[config.mk]
export PLATFORM = sky130hd
export DESIGN_NAME = addr_seq_ctrl
export DESIGN_NICKNAME = d
export VERILOG_FILES = /design/src/rtl/addr_seq_ctrl.sv
export SDC_FILE = /design/constraint.sdc
export NUM_CORES = 1
export LEC_CHECK = 0
export ABC_CLOCK_PERIOD_IN_PS = 1800
export CAP_MARGIN = 20
export CELL_PAD_IN_SITES_DETAIL_PLACEMENT = 0
export CELL_PAD_IN_SITES_GLOBAL_PLACEMENT = 2
export CORE_MARGIN = 2
export CORE_UTILIZATION = 25
export DETAILED_ROUTE_END_ITERATION = 10
export GPL_TIMING_DRIVEN = 0
export PLACE_DENSITY = 0.83
export SYNTH_ARGS = -nofsm -noshare
export SYNTH_HDL_FRONTEND = slang
export SYNTH_SLANG_ARGS = --single-unit
[constraint.sdc]
create_clock -name clk -period 1.8 [get_ports clk]
set_input_delay 0.27 -clock clk [delete_from_list [all_inputs] [get_ports clk]]
set_output_delay 0.27 -clock clk [all_outputs]
set_load 0.01 [all_outputs]
[src/rtl/addr_seq_ctrl.sv]
// addr_seq_ctrl: reads a run of RAM words starting at base_addr and streams them out, marking the final word.
// Define ADDR_SEQ_BACKPRESSURE_EN to honour out_ready through a 2-entry buffer; otherwise out_ready is ignored.

module addr_seq_ctrl (
    input  logic        clk,
    input  logic        rst_n,
    input  logic        go,
    input  logic        abort,
    input  logic [9:0]  base_addr,
    input  logic [10:0] length,
    output logic        mem_en,
    output logic [9:0]  mem_addr,
    input  logic [15:0] mem_rdata,
    output logic        out_valid,
    output logic [15:0] out_data,
    output logic        out_last,
    input  logic        out_ready,
    output logic        busy,
    output logic        done
);

    typedef enum logic [1:0] {IDLE, RUN, DRAIN, DONE} state_e;

    state_e      state_q;
    logic [9:0]  addr_q;
    logic [10:0] remaining_q;
    logic        inflight_q;
    logic        inflightLast_q;
    logic [10:0] lengthSat;
    logic        flush;
    logic        issueLast;
    logic        drained;

    assign lengthSat = (length > 11'd1024) ? 11'd1024 : length;
    assign flush     = abort && ((state_q == RUN) || (state_q == DRAIN));
    assign issueLast = mem_en && (remaining_q == 11'd1);
    assign mem_addr  = addr_q;
    assign busy      = (state_q == RUN) || (state_q == DRAIN);
    assign done      = (state_q == DONE);

`ifdef ADDR_SEQ_BACKPRESSURE_EN
    logic [1:0]  occ_q;
    logic [1:0]  occ_d;
    logic [15:0] data0_q;
    logic [15:0] data1_q;
    logic        last0_q;
    logic        last1_q;
    logic        pop;

    assign out_valid = (occ_q != 2'd0);
    assign out_data  = data0_q;
    assign out_last  = out_valid && last0_q;
    assign pop       = out_valid && out_ready;
    // Occupancy once this cycle ends; a read is only issued if its word will still find a free slot
    assign occ_d     = occ_q + {1'b0, inflight_q} - {1'b0, pop};
    assign mem_en    = (state_q == RUN) && (remaining_q != 11'd0) && (occ_d < 2'd2);
    assign drained   = !inflight_q && (occ_d == 2'd0);

    // Entry 0 is always the head, so out_data only moves when the head word is consumed
    always_ff @(posedge clk or negedge rst_n) begin
        if (!rst_n) begin
            occ_q   <= 2'd0;
            data0_q <= 16'd0;
            data1_q <= 16'd0;
            last0_q <= 1'b0;
            last1_q <= 1'b0;
        end else if (flush) begin
            occ_q <= 2'd0;
        end else begin
            occ_q <= occ_d;
            case ({inflight_q, pop})
                2'b10: begin
                    if (occ_q == 2'd0) begin
                        data0_q <= mem_rdata;
                        last0_q <= inflightLast_q;
                    end else begin
                        data1_q <= mem_rdata;
                        last1_q <= inflightLast_q;
                    end
                end
                2'b01: begin
                    data0_q <= data1_q;
                    last0_q <= last1_q;
                end
                2'b11: begin
                    if (occ_q == 2'd1) begin
                        data0_q <= mem_rdata;
                        last0_q <= inflightLast_q;
                    end else begin
                        data0_q <= data1_q;
                        last0_q <= last1_q;
                        data1_q <= mem_rdata;
                        last1_q <= inflightLast_q;
                    end
                end
                default: ;
            endcase
        end
    end
`else
    logic        valid_q;
    logic        last_q;
    logic [15:0] data_q;
    logic        unusedReady;

    // Without backpressure the consumer is assumed always ready
    assign unusedReady = out_ready;
    assign out_valid   = valid_q;
    assign out_data    = data_q;
    assign out_last    = last_q;
    assign mem_en      = (state_q == RUN);
    assign drained     = !inflight_q;

    always_ff @(posedge clk or negedge rst_n) begin
        if (!rst_n) begin
            valid_q <= 1'b0;
            last_q  <= 1'b0;
            data_q  <= 16'd0;
        end else if (flush) begin
            valid_q <= 1'b0;
            last_q  <= 1'b0;
        end else begin
            valid_q <= inflight_q;
            last_q  <= inflightLast_q;
            if (inflight_q) begin
                data_q <= mem_rdata;
            end
        end
    end
`endif

    always_ff @(posedge clk or negedge rst_n) begin
        if (!rst_n) begin
            state_q        <= IDLE;
            addr_q         <= 10'd0;
            remaining_q    <= 11'd0;
            inflight_q     <= 1'b0;
            inflightLast_q <= 1'b0;
        end else begin
            inflight_q     <= mem_en && !flush;
            inflightLast_q <= issueLast && !flush;
            case (state_q)
                IDLE: begin
                    if (go) begin
                        addr_q      <= base_addr;
                        remaining_q <= lengthSat;
                        state_q     <= (lengthSat == 11'd0) ? DONE : RUN;
                    end
                end
                RUN: begin
                    if (abort) begin
                        state_q     <= IDLE;
                        remaining_q <= 11'd0;
                    end else if (mem_en) begin
                        addr_q      <= addr_q + 10'd1;
                        remaining_q <= remaining_q - 11'd1;
                        if (remaining_q == 11'd1) begin
                            state_q <= DRAIN;
                        end
                    end
                end
                DRAIN: begin
                    if (abort) begin
                        state_q <= IDLE;
                    end else if (drained) begin
                        state_q <= DONE;
                    end
                end
                DONE: state_q <= IDLE;
                default: state_q <= IDLE;
            endcase
        end
    end

endmodule

# Yosys cells after proc, flatten, opt, wreduce, memory -nomap -nowiden

Cells that the tools add are included.

Word-level logic and storage cells: 49
Register bits after elaboration: 43

Order comparisons: 1
Reductions and logical operators: 13
Add/sub/neg operators: 2
Equality and inequality tests: 8
Multiplexer cells: 16
Bitwise operators: 1

Operator list:

| cell                    | number |
|---|---|
| $mux W11                | 3 |
| $pmux W11 S2            | 1 |
| $mux W10                | 2 |
| $pmux W10 S2            | 1 |
| $mux W2                 | 6 |
| $eq A11 B1 Y1 const B   | 1 |
| $gt A11 B11 Y1 const B  | 1 |
| $logic_not A11 Y1       | 1 |
| $sub A11 B1 Y11 const B | 1 |
| $add A10 B1 Y10 const B | 1 |
| $pmux W2 S4             | 1 |
| $reduce_and A3 Y1       | 2 |
| $eq A2 B2 Y1 const B    | 2 |
| $logic_and A1 B1 Y1     | 4 |
| $ne A2 B2 Y1 const B    | 2 |
| $reduce_and A2 Y1       | 2 |
| $ne A3 B2 Y1 const B    | 1 |
| $ne A3 B3 Y1 const B    | 1 |
| $eq A2 B1 Y1 const B    | 1 |
| $logic_not A2 Y1        | 1 |
| $mux W1                 | 2 |
| $reduce_bool A2 Y1      | 1 |
| $logic_not A1 Y1        | 1 |
| $logic_or A1 B1 Y1      | 1 |
| $not A1 Y1              | 1 |

# Logic depth before layout (Yosys ltp)

Depth in word-level cells: 6
Mapped depth: 8
Mapped depth without buffers: 6

# Least setup slack after synthesis

OpenSTA, ideal clock, no wires.

Path type: register to register
Start point: register remaining_q[1]
End point: register state_q[1]
Data required time: 1675 ps
Setup slack: -68 ps
Stages on the path, launching flop included: 7
Arrival: 1743 ps
Cell sequence: dfrtp_1 inv_1 ha_1 or3b_2 o31ai_4 and3_4 mux2_4

Longest elaborated chain between the ends: 3

Ends and longest elaborated chain:

| element                            | line | RTL |
|---|---|---|
| start, declared                    | 26   | `logic [10:0] remaining_q;` |
| start signal, assigned             | 146  | `remaining_q <= lengthSat;` |
| start signal, assigned             | 156  | `remaining_q <= remaining_q - 11'd1;` |
| $eq A11 B1 Y1                      | 157  | `if (remaining_q == 11'd1) begin` |
| $ne A3 B2 Y1 (no source line)      | n/a  |  |
| $reduce_and A3 Y1 (no source line) | n/a  |  |
| end signal, assigned               | 147  | `state_q <= (lengthSat == 11'd0) ? DONE : RUN;` |
| end, declared                      | 24   | `state_e state_q;` |

Every way passes these cells.
A chain may end at the register's enable or synchronous reset.

# Worst setup path in the final report

Start point: register remaining_q[6]
End point: register state_q[1]

Same word-level chain as after synthesis.

==> impl_metrics.tcl <==
set metrics [dict create \
    ir_drop_uv 497.8 \
    critPathMaxFanout 2 \
    ctsRootBufferMaster "clkbuf_8" \
    wl_per_cell_um 14.86 \
    syn-cell-area_mm2 0.002271 \
    dieArea_mm2 0.009862 \
    cts_buffer_depth 2 \
    reg2reg_to "state_q[1]" \
    fin_crit_ns 1.866 \
    critical_path_class "reg2reg" \
    finalNetCount 371 \
    n_antenna_cell 0 \
    numCtsBuffers 5 \
    dr_total_vias 2119 \
    hold_viol_final 0 \
    synthSimpleGateAreaFrac 0.1493 \
    antenna_found_initial 0 \
    yosys.cell_types.count 46 \
    path_clk_slew_ns 0.09 \
    tritoncts "yes" \
    drc 0 \
    clock.fmax_mhz 535.8 \
    syn-instance-count 223 \
    yosysTopAreaCell "dfrtp_1" \
    drive_gt1_frac 0.2174 \
    ys_seq_elements 43 \
    fin_skew_ns 0.005438 \
    synth_edf_count 0 \
    synth.most_common_cell "dfrtp_1" \
    synth_ff_type "dfrtp_1" \
    core_mm2 0.008763 \
    drt_iter0_markers 50 \
    first_pass_iters 4 \
    grt.overflow.total 0 \
    pin_count 73 \
    synth_top_family_by_area "compound AO/OA/AOI/OAI gates" \
    placed_area_mm2 0.003138 \
    track_usage 0.1291 \
    grt_start_max_net_pins 36 \
    min_period_over_period 1.037 \
    synth_compound_area_frac 0.1978 \
    avgSynthCellArea_um2 10.18 \
    slowest_stage "or4_4" \
    finalSetupViolations 1 \
    synth_xor_xnor_area_share 0 \
    ys_top_cells_by_count "dfrtp_1, o21ai_0, a21oi_1, mux2_2, nand2_1" \
    critical-path-max-stage-delay_ns 0.57 \
    synth_top_area_frac 0.4738 \
    finalHoldWorstSlack_ns 0.3558 \
    fin_area_mm2 0.003466 \
    place.gp.congestion 0.7375 \
    relSlewSlack 0.5514 \
    drv_cap 0 \
    tightestPinTransition_ns 0.6667 \
    rr_startpoint "remaining_q[6]" \
    yosysWarnings 0 \
    ant_nets 0 \
    dpl.hpwl_mm 4.540 \
    ys_seq_area_frac 0.4738 \
    area_delta_synth_final_pct 52.62 \
    status "finished with violations" \
    r2r_slack_ns -0.07 \
    clkSinkCount 43 \
    critPathCaptureType "flop" \
    layoutNonFillerInstCount 430 \
    synthTopCellsByArea "dfrtp_1, mux2_2, o21ai_0" \
    violations "negative setup slack" \
    async_reset_ff_frac 1.000 \
    dp_cells 403 \
    crit_chain "or4_4 > o31ai_4 > and3_4 > mux2_4" \
    start_util 0.2591 \
    cp-start-kind "flop" \
    pre_cts_slack_ns -0.5284 \
    grt_first_pass_wirelength_mm 10.22 \
    finalWirelength_mm 6.390 \
    hold_path.class "in2async" \
    power.density_mw_per_mm2 1872 \
    vias_per_cell 4.928 \
    cp_data_required_time_ns 2.00 \
    synthMuxAreaShare 0.1041 \
    die_h_um 99.31 \
    rsz0062_at_grt "true" \
    grt_pass1_vias 2040 \
    syn_nets 273 \
    row_count 34 \
    clkLatencyLatePin_ns 0.30 \
    cellLeakagePower_nw 1.445 \
    reg2reg_depth 4 \
    portBuffers 71 \
    htree_num_levels 2 \
    synth-adder-area-share 0.04408 \
    crit_arrival_ns 2.06 \
    setup_slack_ns -0.06648 \
    report.final.slew_viol_count 0 \
    die_w_um 99.31 \
]
[critical path: cells and delay by family, from the launching register on]
family | cells | cell delay [ns]
DFF | 1 | 0.40
AOI/OAI and AO/OA | 1 | 0.28
and+or+nand+nor | 2 | 0.80
muxes | 1 | 0.29
[logic make-up after synthesis]
| group | after synthesis |
|---|---|
| compound gates | 69 |
| fa+ha+maj | 8 |
| simple gates | 64 |
| flops | 43 |
| mux | 21 |
| buf+inv | 18 |
[power breakdown]
group	total, mW	switching, mW	internal, mW
Combinational	3.98	1.83	2.14
Sequential	1.85	0.407	1.44
Clock	0.661	0.383	0.278
Total	6.49	2.62	3.86
[state kept, by name, indices dropped and copies added, names as in the netlist]
register / flops
out_valid: 1
inflight_q: 1
remaining_q: 11
inflightLast_q: 1
mem_addr: 10
state_q: 2
out_last: 1
out_data: 16
[metal layers]
| layer | part of all wire | vias to the layer above | global-route usage |
|---|---|---|---|
| met2 | 0.45 | 66 | 0.2032 |
| met5 | 0 | - | 0 |
| li1 | - | 1032 | - |
| met1 | 0.48 | 1017 | 0.1783 |
| met4 | 0.0078 | 0 | 0.03793 |
| met3 | 0.061 | 4 | 0.02881 |
[area by class of cell]
type / instances / area (um2)
buffer: 7 / 56.30
clock buffer: 5 / 68.82
clock inverter: 3 / 25.02
fill: 878 / 5298
inverter: 10 / 37.54
multi-input combinational: 162 / 1185
sequential: 43 / 1076
tap: 108 / 135.1
timing repair buffer: 92 / 882.1
[worst max path at each step]
| stage | from | end | slack [ns] | depth (start not counted) |
|---|---|---|---|---|
| 2_1_floorplan | state_q[1] | state_q[1] | -0.01 | 6 |
| 3_3_place_gp | rst_n | remaining_q[4] | -0.81 | 1 |
| 3_5_place_dp | state_q[0] | remaining_q[10] | -0.53 | 5 |
| 4_1_cts | state_q[1] | mem_en | -0.09 | 3 |
| 5_1_grt | remaining_q[6] | state_q[1] | -0.12 | 4 |
| 6_report | remaining_q[6] | state_q[1] | -0.07 | 4 |
[layout by cell type (no fill, tap or decap), types with 2 or more instances in the layout]
cell type,count
clkbuf_8,5
o22ai_1,3
a211oi_1,2
nand2_1,12
dlymetal6s2s_1,2
nor2_1,11
inv_1,7
ha_1,6
nor4_1,4
ha_4,2
a2bb2oi_1,4
o21ai_0,23
mux2_2,17
nand3_1,11
a21oi_1,17
inv_2,3
nor3_1,5
dfrtp_1,43
buf_2,2
and2_1,2
a22oi_1,6
mux2i_1,2
nand2b_1,3
clkdlybuf4s50_1,67
a32oi_1,2
clkinv_4,2
buf_4,20
and3_1,2
clkbuf_2,2
[timing repair]
item                                    in CTS  in global routing
hold buffers                                 1                  0
endpoints found under the hold margin        8                  0
gates resized for setup                     15                 16
pin swaps                                    4                  2
buffers inserted                            12                  7
endpoints found under the setup margin      41                 31
[per-stage QoR]
| step | power [mW] | utilization | TNS (ns) |
|---|---|---|---|
| global placement | 5.201 | 0.3564 | -43.65 |
| finish | 6.487 | 0.3955 | -0.06648 |
| global route | 7.014 | 0.3955 | -0.1802 |
| floorplan | 3.886 | - | -0.01258 |
| detailed placement | 5.270 | 0.3581 | -10.32 |
| CTS | 6.300 | 0.3848 | -0.7441 |
Note: power is estimated with default switching activity, not from simulation.
